File: config.mk
export PLATFORM = sky130hd
export DESIGN_NAME = conv_result_serializer
export DESIGN_NICKNAME = d
export VERILOG_FILES = /design/src/rtl/conv_pkg.sv /design/src/rtl/pulse_rise_detect.sv /design/src/rtl/conv_result_serializer.sv
export SDC_FILE = /design/constraint.sdc
export NUM_CORES = 1
export LEC_CHECK = 0
export ABC_AREA = 1
export BUFFER_PORTS_ARGS = -buffer_cell sky130_fd_sc_hd__buf_2
export CORE_ASPECT_RATIO = 0.9
export CORE_MARGIN = 2
export CORE_UTILIZATION = 24
export DETAILED_ROUTE_END_ITERATION = 10
export PLACE_DENSITY = 0.5
export SLEW_MARGIN = 20
export SYNTH_ARGS = -nofsm -noshare
export SYNTH_HDL_FRONTEND = slang
export SYNTH_SLANG_ARGS = --single-unit
File: constraint.sdc
create_clock -name clk -period 1.7 [get_ports clk]
set_input_delay 0 -clock clk [delete_from_list [all_inputs] [get_ports clk]]
set_output_delay 0 -clock clk [all_outputs]
set_load 0.1 [all_outputs]
File: src/rtl/conv_pkg.sv
// conv_pkg: shared constants and types for conv_result_serializer.
//   DATA_W_DEF : default result element / output byte width
//   BEATS      : beats per frame (4 elements, plus a checksum beat when
//                RESULT_CHECKSUM_EN is defined)
//   IDX_W      : width of the beat index
//   state_t    : serializer FSM states (IDLE=0, SEND=1)
// Optional feature macro: RESULT_CHECKSUM_EN
package conv_pkg;

    localparam int DATA_W_DEF = 8;

`ifdef RESULT_CHECKSUM_EN
    localparam int BEATS = 5;
`else
    localparam int BEATS = 4;
`endif

    localparam int IDX_W = $clog2(BEATS);

    typedef enum logic {
        IDLE = 1'b0,
        SEND = 1'b1
    } state_t;

endpackage

File: src/rtl/pulse_rise_detect.sv
// pulse_rise_detect: one-cycle pulse on the rising edge of a level input.
//   clk   : clock
//   rst   : asynchronous active-low reset (clears the history register)
//   level : input level to watch
//   rise  : high for the cycle where level=1 and the previous sample was 0
// Because history resets to 0, a level already high on the first clock after
// reset release is reported as a rise.
module pulse_rise_detect (
    input  logic clk,
    input  logic rst,
    input  logic level,
    output logic rise
);

    logic hist;

    always_ff @(posedge clk or negedge rst) begin
        if (!rst) hist <= 1'b0;
        else      hist <= level;
    end

    assign rise = level & ~hist;

endmodule

File: src/rtl/conv_result_serializer.sv
// conv_result_serializer: snapshots the 2x2 convolution result on a rising
// edge of done_in and streams it out one element per beat (c11, c12, c21, c22)
// on a valid/ready interface with an end-of-frame marker.
//   clk, rst          : clock, asynchronous active-low reset
//   done_in           : done level from the convolution core
//   c11, c12, c21, c22: result elements
//   out_data/out_valid/out_ready/out_last : byte stream, last on final beat
//   busy              : a frame is held or being sent
//   overrun           : sticky, a new result arrived while a frame was busy
// Optional feature macro: RESULT_CHECKSUM_EN adds a fifth beat carrying the
// mod-2^DATA_W sum of the four elements; out_last moves to that beat.
import conv_pkg::*;

module conv_result_serializer #(
    parameter int DATA_W = DATA_W_DEF
) (
    input  logic              clk,
    input  logic              rst,
    input  logic              done_in,
    input  logic [DATA_W-1:0] c11,
    input  logic [DATA_W-1:0] c12,
    input  logic [DATA_W-1:0] c21,
    input  logic [DATA_W-1:0] c22,
    output logic [DATA_W-1:0] out_data,
    output logic              out_valid,
    input  logic              out_ready,
    output logic              out_last,
    output logic              busy,
    output logic              overrun
);

    localparam logic [IDX_W-1:0] LAST_IDX = IDX_W'(BEATS - 1);

    state_t                        state, state_nxt;
    logic [IDX_W-1:0]              idx, idx_nxt;
    logic                          ovr_nxt;
    logic                          capture;
    logic                          rise;
    logic                          accept;
    logic                          final_acc;
    logic [BEATS-1:0][DATA_W-1:0]  shadow;
    logic [BEATS-1:0][DATA_W-1:0]  frame_in;

    pulse_rise_detect u_done_rise (
        .clk   (clk),
        .rst   (rst),
        .level (done_in),
        .rise  (rise)
    );

    // Frame image loaded into the shadow on capture, beat 0 first.
    always_comb begin
        frame_in    = '0;
        frame_in[0] = c11;
        frame_in[1] = c12;
        frame_in[2] = c21;
        frame_in[3] = c22;
`ifdef RESULT_CHECKSUM_EN
        frame_in[4] = c11 + c12 + c21 + c22;
`endif
    end

    assign out_valid = (state == SEND);
    assign busy      = (state == SEND);
    assign out_last  = out_valid && (idx == LAST_IDX);
    assign out_data  = out_valid ? shadow[idx] : '0;
    assign accept    = out_valid & out_ready;
    assign final_acc = accept && (idx == LAST_IDX);

    always_ff @(posedge clk or negedge rst) begin
        if (!rst) begin
            state   <= IDLE;
            idx     <= '0;
            overrun <= 1'b0;
        end else begin
            state   <= state_nxt;
            idx     <= idx_nxt;
            overrun <= ovr_nxt;
        end
    end

    // Shadow only moves on capture, so c* may change freely mid-frame.
    always_ff @(posedge clk or negedge rst) begin
        if (!rst)         shadow <= '0;
        else if (capture) shadow <= frame_in;
    end

    always_comb begin
        state_nxt = state;
        idx_nxt   = idx;
        ovr_nxt   = overrun;
        capture   = 1'b0;
        case (state)
            IDLE: begin
                if (rise) begin
                    capture   = 1'b1;
                    idx_nxt   = '0;
                    state_nxt = SEND;
                end
            end
            SEND: begin
                if (final_acc) begin
                    // A result landing on the final accept chains straight
                    // into the next frame with no bubble and no overrun.
                    idx_nxt = '0;
                    if (rise) capture   = 1'b1;
                    else      state_nxt = IDLE;
                end else begin
                    if (accept) idx_nxt = idx + 1'b1;
                    if (rise)   ovr_nxt = 1'b1;
                end
            end
            default: begin
                state_nxt = IDLE;
                idx_nxt   = '0;
            end
        endcase
    end

endmodule

## Yosys cells after proc, flatten, opt, wreduce, memory -nomap -nowiden

Cells that the tools add are included.

| storage, ports and cells | value |
|---|---|
| register bits | 37 |
| input port bits | 36 |
| output and inout bits | 12 |

| operators by class | value |
|---|---|
| $add $sub $neg | 1 |
| magnitude comparators | 1 |
| eq/ne operators | 3 |
| mux-type cells | 12 |
| bitwise gates (word level) | 5 |
| reductions and logical operators | 4 |

Operator list:

| cell | number |
|---|---|
| binary-select mux 8 bit (select 2 bit) | 1 |
| 2-to-1 mux 8 bit | 2 |
| 2-to-1 mux 2 bit | 3 |
| one-hot mux 1 bit (2 select lines) | 2 |
| one-hot mux 2 bit (2 select lines) | 1 |
| < comparator 2 x 3 -> 1 bit, second input constant | 1 |
| 2-to-1 mux 1 bit | 3 |
| inequality test 3 x 1 -> 1 bit, second input constant | 1 |
| inverter 1 bit | 3 |
| AND reduction 3 bit | 1 |
| adder 2 x 1 -> 2 bit, second input constant | 1 |
| bitwise AND 1 bit | 2 |
| equality test 2 bit, second input constant | 1 |
| logical AND 1 bit | 2 |
| inequality test 2 bit, second input constant | 1 |
| AND reduction 2 bit | 1 |

## Logic depth before layout (Yosys ltp)

| depth | value |
|---|---|
| depth after elaboration | 5 |
| mapped depth | 8 |
| gate-level depth less buffers | 7 |

## Hierarchy

Synthesis repeated with hierarchy kept, for this count alone.

| second synthesis, totals | value |
|---|---|
| cells, all modules | 258 |
| area total of the unflattened synthesis | 1,931.9 um^2 |

By module, submodules not included:

| module | instances | cells each | area an instance (um^2) | sequential area each (um^2) |
|---|---|---|---|---|
| conv_result_serializer | 1 | 255 | 1,896.8 | 900.9 |
| pulse_rise_detect | 1 | 3 | 35.0 | 25.0 |

## Worst setup path after synthesis

OpenSTA, ideal clock, no wires.

| timing path | value |
|---|---|
| path kind | register to output |
| start | reg state (netlist: busy) |
| end | out out_data[0] |
| arrival | 3.002 ns |
| required time | 1.700 ns |
| slack | -1.302 ns |
| cell stages (with the launch flop) | 3 |
| path buffers | 0 |
| path through | dfrtp_1 -> clkinv_1 -> a21oi_1 |

| between the ends | value |
|---|---|
| longest elaborated chain between the ends | 1 |

Ends and longest elaborated chain:

| item | RTL line | source |
|---|---|---|
| start, declared | conv_result_serializer.sv:34 | `state_t state, state_nxt;` |
| start signal, assigned | conv_result_serializer.sv:76 | `state <= state_nxt;` |
| 2-to-1 mux 8 bit | conv_result_serializer.sv:66 | `assign out_data = out_valid ? shadow[idx] : '0;` |
| end, declared | conv_result_serializer.sv:24 | `output logic [DATA_W-1:0] out_data,` |

No other way between the ends.

## Worst setup path in the final report

| timing path | value |
|---|---|
| start | reg idx[1] |
| end | out out_data[6] |

| between the ends | value |
|---|---|
| longest elaborated chain between the ends | 3 |

Ends and longest elaborated chain:

| item | RTL line | source |
|---|---|---|
| start, declared | conv_result_serializer.sv:35 | `logic [IDX_W-1:0] idx, idx_nxt;` |
| start signal, assigned | conv_result_serializer.sv:77 | `idx <= idx_nxt;` |
| binary-select mux 8 bit (select 2 bit) | conv_result_serializer.sv:66 |  |
| 2-to-1 mux 8 bit (implied by the code) | conv_result_serializer.sv:66 |  |
| 2-to-1 mux 8 bit | conv_result_serializer.sv:66 |  |

No other way between the ends. The select of a mux whose other input is x is not followed.

==> metrics.md <==
| Metric | Value |
|---|---|
| Max cap viols | `0` |
| Dpl ws | `0.235 ns` |
| Post-synth ARST share | `100%` |
| Largest net degree at the start of global routing | `33` |
| Fin crit share | `93.2%` |
| Design Area, Final | `2830 um^2` |
| Crit path time final | `1.58 ns` |
| Synthesized-area fraction occupied by and/or/nand/nor cells | `33.8%` |
| HPWL after DPL | `3310 um` |
| Grt total ovfl | `0` |
| Chip Height | `87.5 um` |
| Postcts setup bufs | `0` |
| Adder-cell share of the synthesized area | `0.672%` |
| # rows | `30` |
| Global-route wire length before repair | `7690 um` |
| Max frequency | `631 MHz` |
| Crit path max-delay family | `buffers and inverters` |
| Hold Worst Slack | `0.218 ns` |
| Post-synth cell types | `16` |
| Antenna Nets Post-Route | `0` |
| GRT Total Usage | `11.4%` |
| Highest-delay cell along the critical path | `dfrtp_1` |
| Cells along the critical path | `buf_4 > clkinvlp_4 > nand3_1 > a21oi_4 > buf_12` |
| H-tree depth | `2` |
| Synth top cells by count | `nand2_1, dfrtp_1, inv_1, nand3_1, a21oi_1` |
| Share of the synthesized area in the top cell type | `49.8%` |
| DRT iter0 DRCs | `73` |
| Sum Neg Setup Slack | `0 ns` |
| Final WL | `4580 um` |
| Critical Path Sink Type | `output pin` |
| Layout cell share with drive strength beyond 1 | `21.2%` |
| Final Setup Violations | `0` |
| Clock sink count | `37` |
| Outcome | `complete, no violations` |
| Final Max Tran Viols | `0` |
| Slowest cell delay on critical path | `0.39 ns` |
| Crit-path max FO | `10` |
| Area share of xor/xnor cells in the synthesized design | `0%` |
| Setup skew after layout | `0.00558 ns` |
| Layout Area Growth over Synthesis | `52.3%` |
| Synth warn | `0` |
| DR pass1 iterations | `4` |
| Total core area | `7540 um^2` |
| Number of synthesized flops with an enable pin | `0` |
| Initial antenna violation count | `0` |
| Crit Path Class | `reg -> out` |
| Clock Tree Root | `clkbuf_8` |
| Clk_lat worst skew | `0.28 ns` |
| Vias per Instance | `3.81` |
| Number of buffers on the longest clock path | `2` |
| Post-Syn Nets | `293` |
| CTS buffer count | `5` |
| Vias in the first global route | `1625` |
| Top-count cell post-synth | `nand2_1` |
| Mapped Area | `1860 um^2` |
| Worst setup SP type | `flip-flop` |
| Largest family of logic cells by synthesized area | `simple AND/OR/NAND/NOR gates` |
| #FFs+latches synth | `37` |
| Sequential fraction of the synthesis area | `49.8%` |
| Final worst setup slack | `0.116 ns` |
| RSZ-0062 raised after global routing | `false` |
| Mapped Cells | `256` |
| Avg Cell Area, Syn | `7.27 um^2` |
| CP Data Arrival Time | `1.58 ns` |
| I/O Buffers | `47` |
| CTS tree | `done` |
| Routed len/inst | `10.5 um` |
| Required time of the critical path | `1.70 ns` |
| DIE WIDTH | `96.8 um` |
| Synth top area cells | `dfrtp_1, nand2_1, inv_1` |
| Worst-path clk slew | `0.07 ns` |
| Complex-gate fraction of the synthesized area | `2.56%` |
| GP Congestion | `0.768` |
| Slew @ Worst Pin | `0.496 ns` |
| Ports | `48` |
| Primary FF master, synth | `dfrtp_1` |
| Post-DP Area | `2380 um^2` |
| Ant diodes | `0` |
| Initial Util | `24.7%` |
| Mux cell area share after synthesis | `0%` |
| Nets@finish | `375` |
| Worst path bufs/invs | `3` |
| DRC Markers | `0` |
| Via Count | `1659` |
| Worst slew margin | `66.9%` |
| Largest area contributor in the netlist | `dfrtp_1` |
| Final hold viol count | `0` |
| Full die area | `8470 um^2` |
| Hold Path Class | `in -> async` |
[final timing paths]
path | from | end | slack, ns | cells past startpoint
max | idx[1]$_DFFE_PN0P_ | out_data[6] | 0.12 | 5
min | rst | idx[1]$_DFFE_PN0P_ | 0.22 | 2
max reg2reg | idx[0]$_DFFE_PN0P_ | shadow[19]$_DFFE_PN0P_ | 0.25 | 7
min reg2reg | shadow[21]$_DFFE_PN0P_ | shadow[21]$_DFFE_PN0P_ | 0.48 | 2
max in group asynchronous | rst | shadow[3]$_DFFE_PN0P_ | 0.87 | 3
min in group clk | done_in | u_done_rise.hist$_DFF_PN0_ | 0.37 | 2
[per-stage QoR]
stage          util [%]  std cells
2_1_floorplan         -        256
3_3_place_gp       31.6        392
3_5_place_dp       31.6        392
4_1_cts            37.5        435
5_1_grt            37.6        435
6_report           37.6        435
[cell usage in the layout, fill, tap and decap left out]
cell	instances
a21oi_4	8
buf_12	9
buf_2	38
buf_4	3
buf_6	1
clkbuf_1	2
clkbuf_8	6
clkinv_2	1
clkinvlp_4	1
dfrtp_1	36
dfrtp_4	1
dlygate4sd3_1	35
ha_1	1
inv_1	36
inv_4	2
nand2_1	136
nand2_2	1
nand2_4	1
nand3_1	19
nand4_1	1
o21bai_1	1
[cells by family after synthesis]
kind of cell / after synthesis
buffers and inverters: 51
and+or+nand+nor: 158
adders and majority gates: 1
AOI/OAI and AO/OA: 9
DFF: 37
[flip-flops by register name (all words and copies together), names as in the netlist]
name / cells
idx: 2
busy: 1
shadow: 32
u_done_rise.hist: 1
overrun: 1
[metal layers]
layer	wire length, um	share of wire (%)	track usage (%)	up-vias
met5	0	0	0	-
met4	42	0.92	3.84	0
met3	200	4.4	2.95	5
met2	2000	44	17.7	31
met1	2330	51	15.6	709
li1	-	-	-	914
[final cells by class]
cell class | instances | area, um^2
Tap cell | 96 | 120
Sequential cell | 37 | 930
Inverter | 40 | 160
Multi-Input combinational cell | 168 | 779
Clock buffer | 8 | 90.1
Fill cell | 809 | 4710
Timing Repair Buffer | 86 | 754
[repair_timing]
action / 4_1_cts / 5_1_grt
hold buffers: 35 / 0
endpoints found under the setup margin: 7 / 7
hold endpoints to repair: 55 / 0
cloned: 0 / 0
resized for setup: 2 / 1
Power is not shown: default switching activity piles up to over one toggle a cycle in this logic, so the estimate is an artifact.
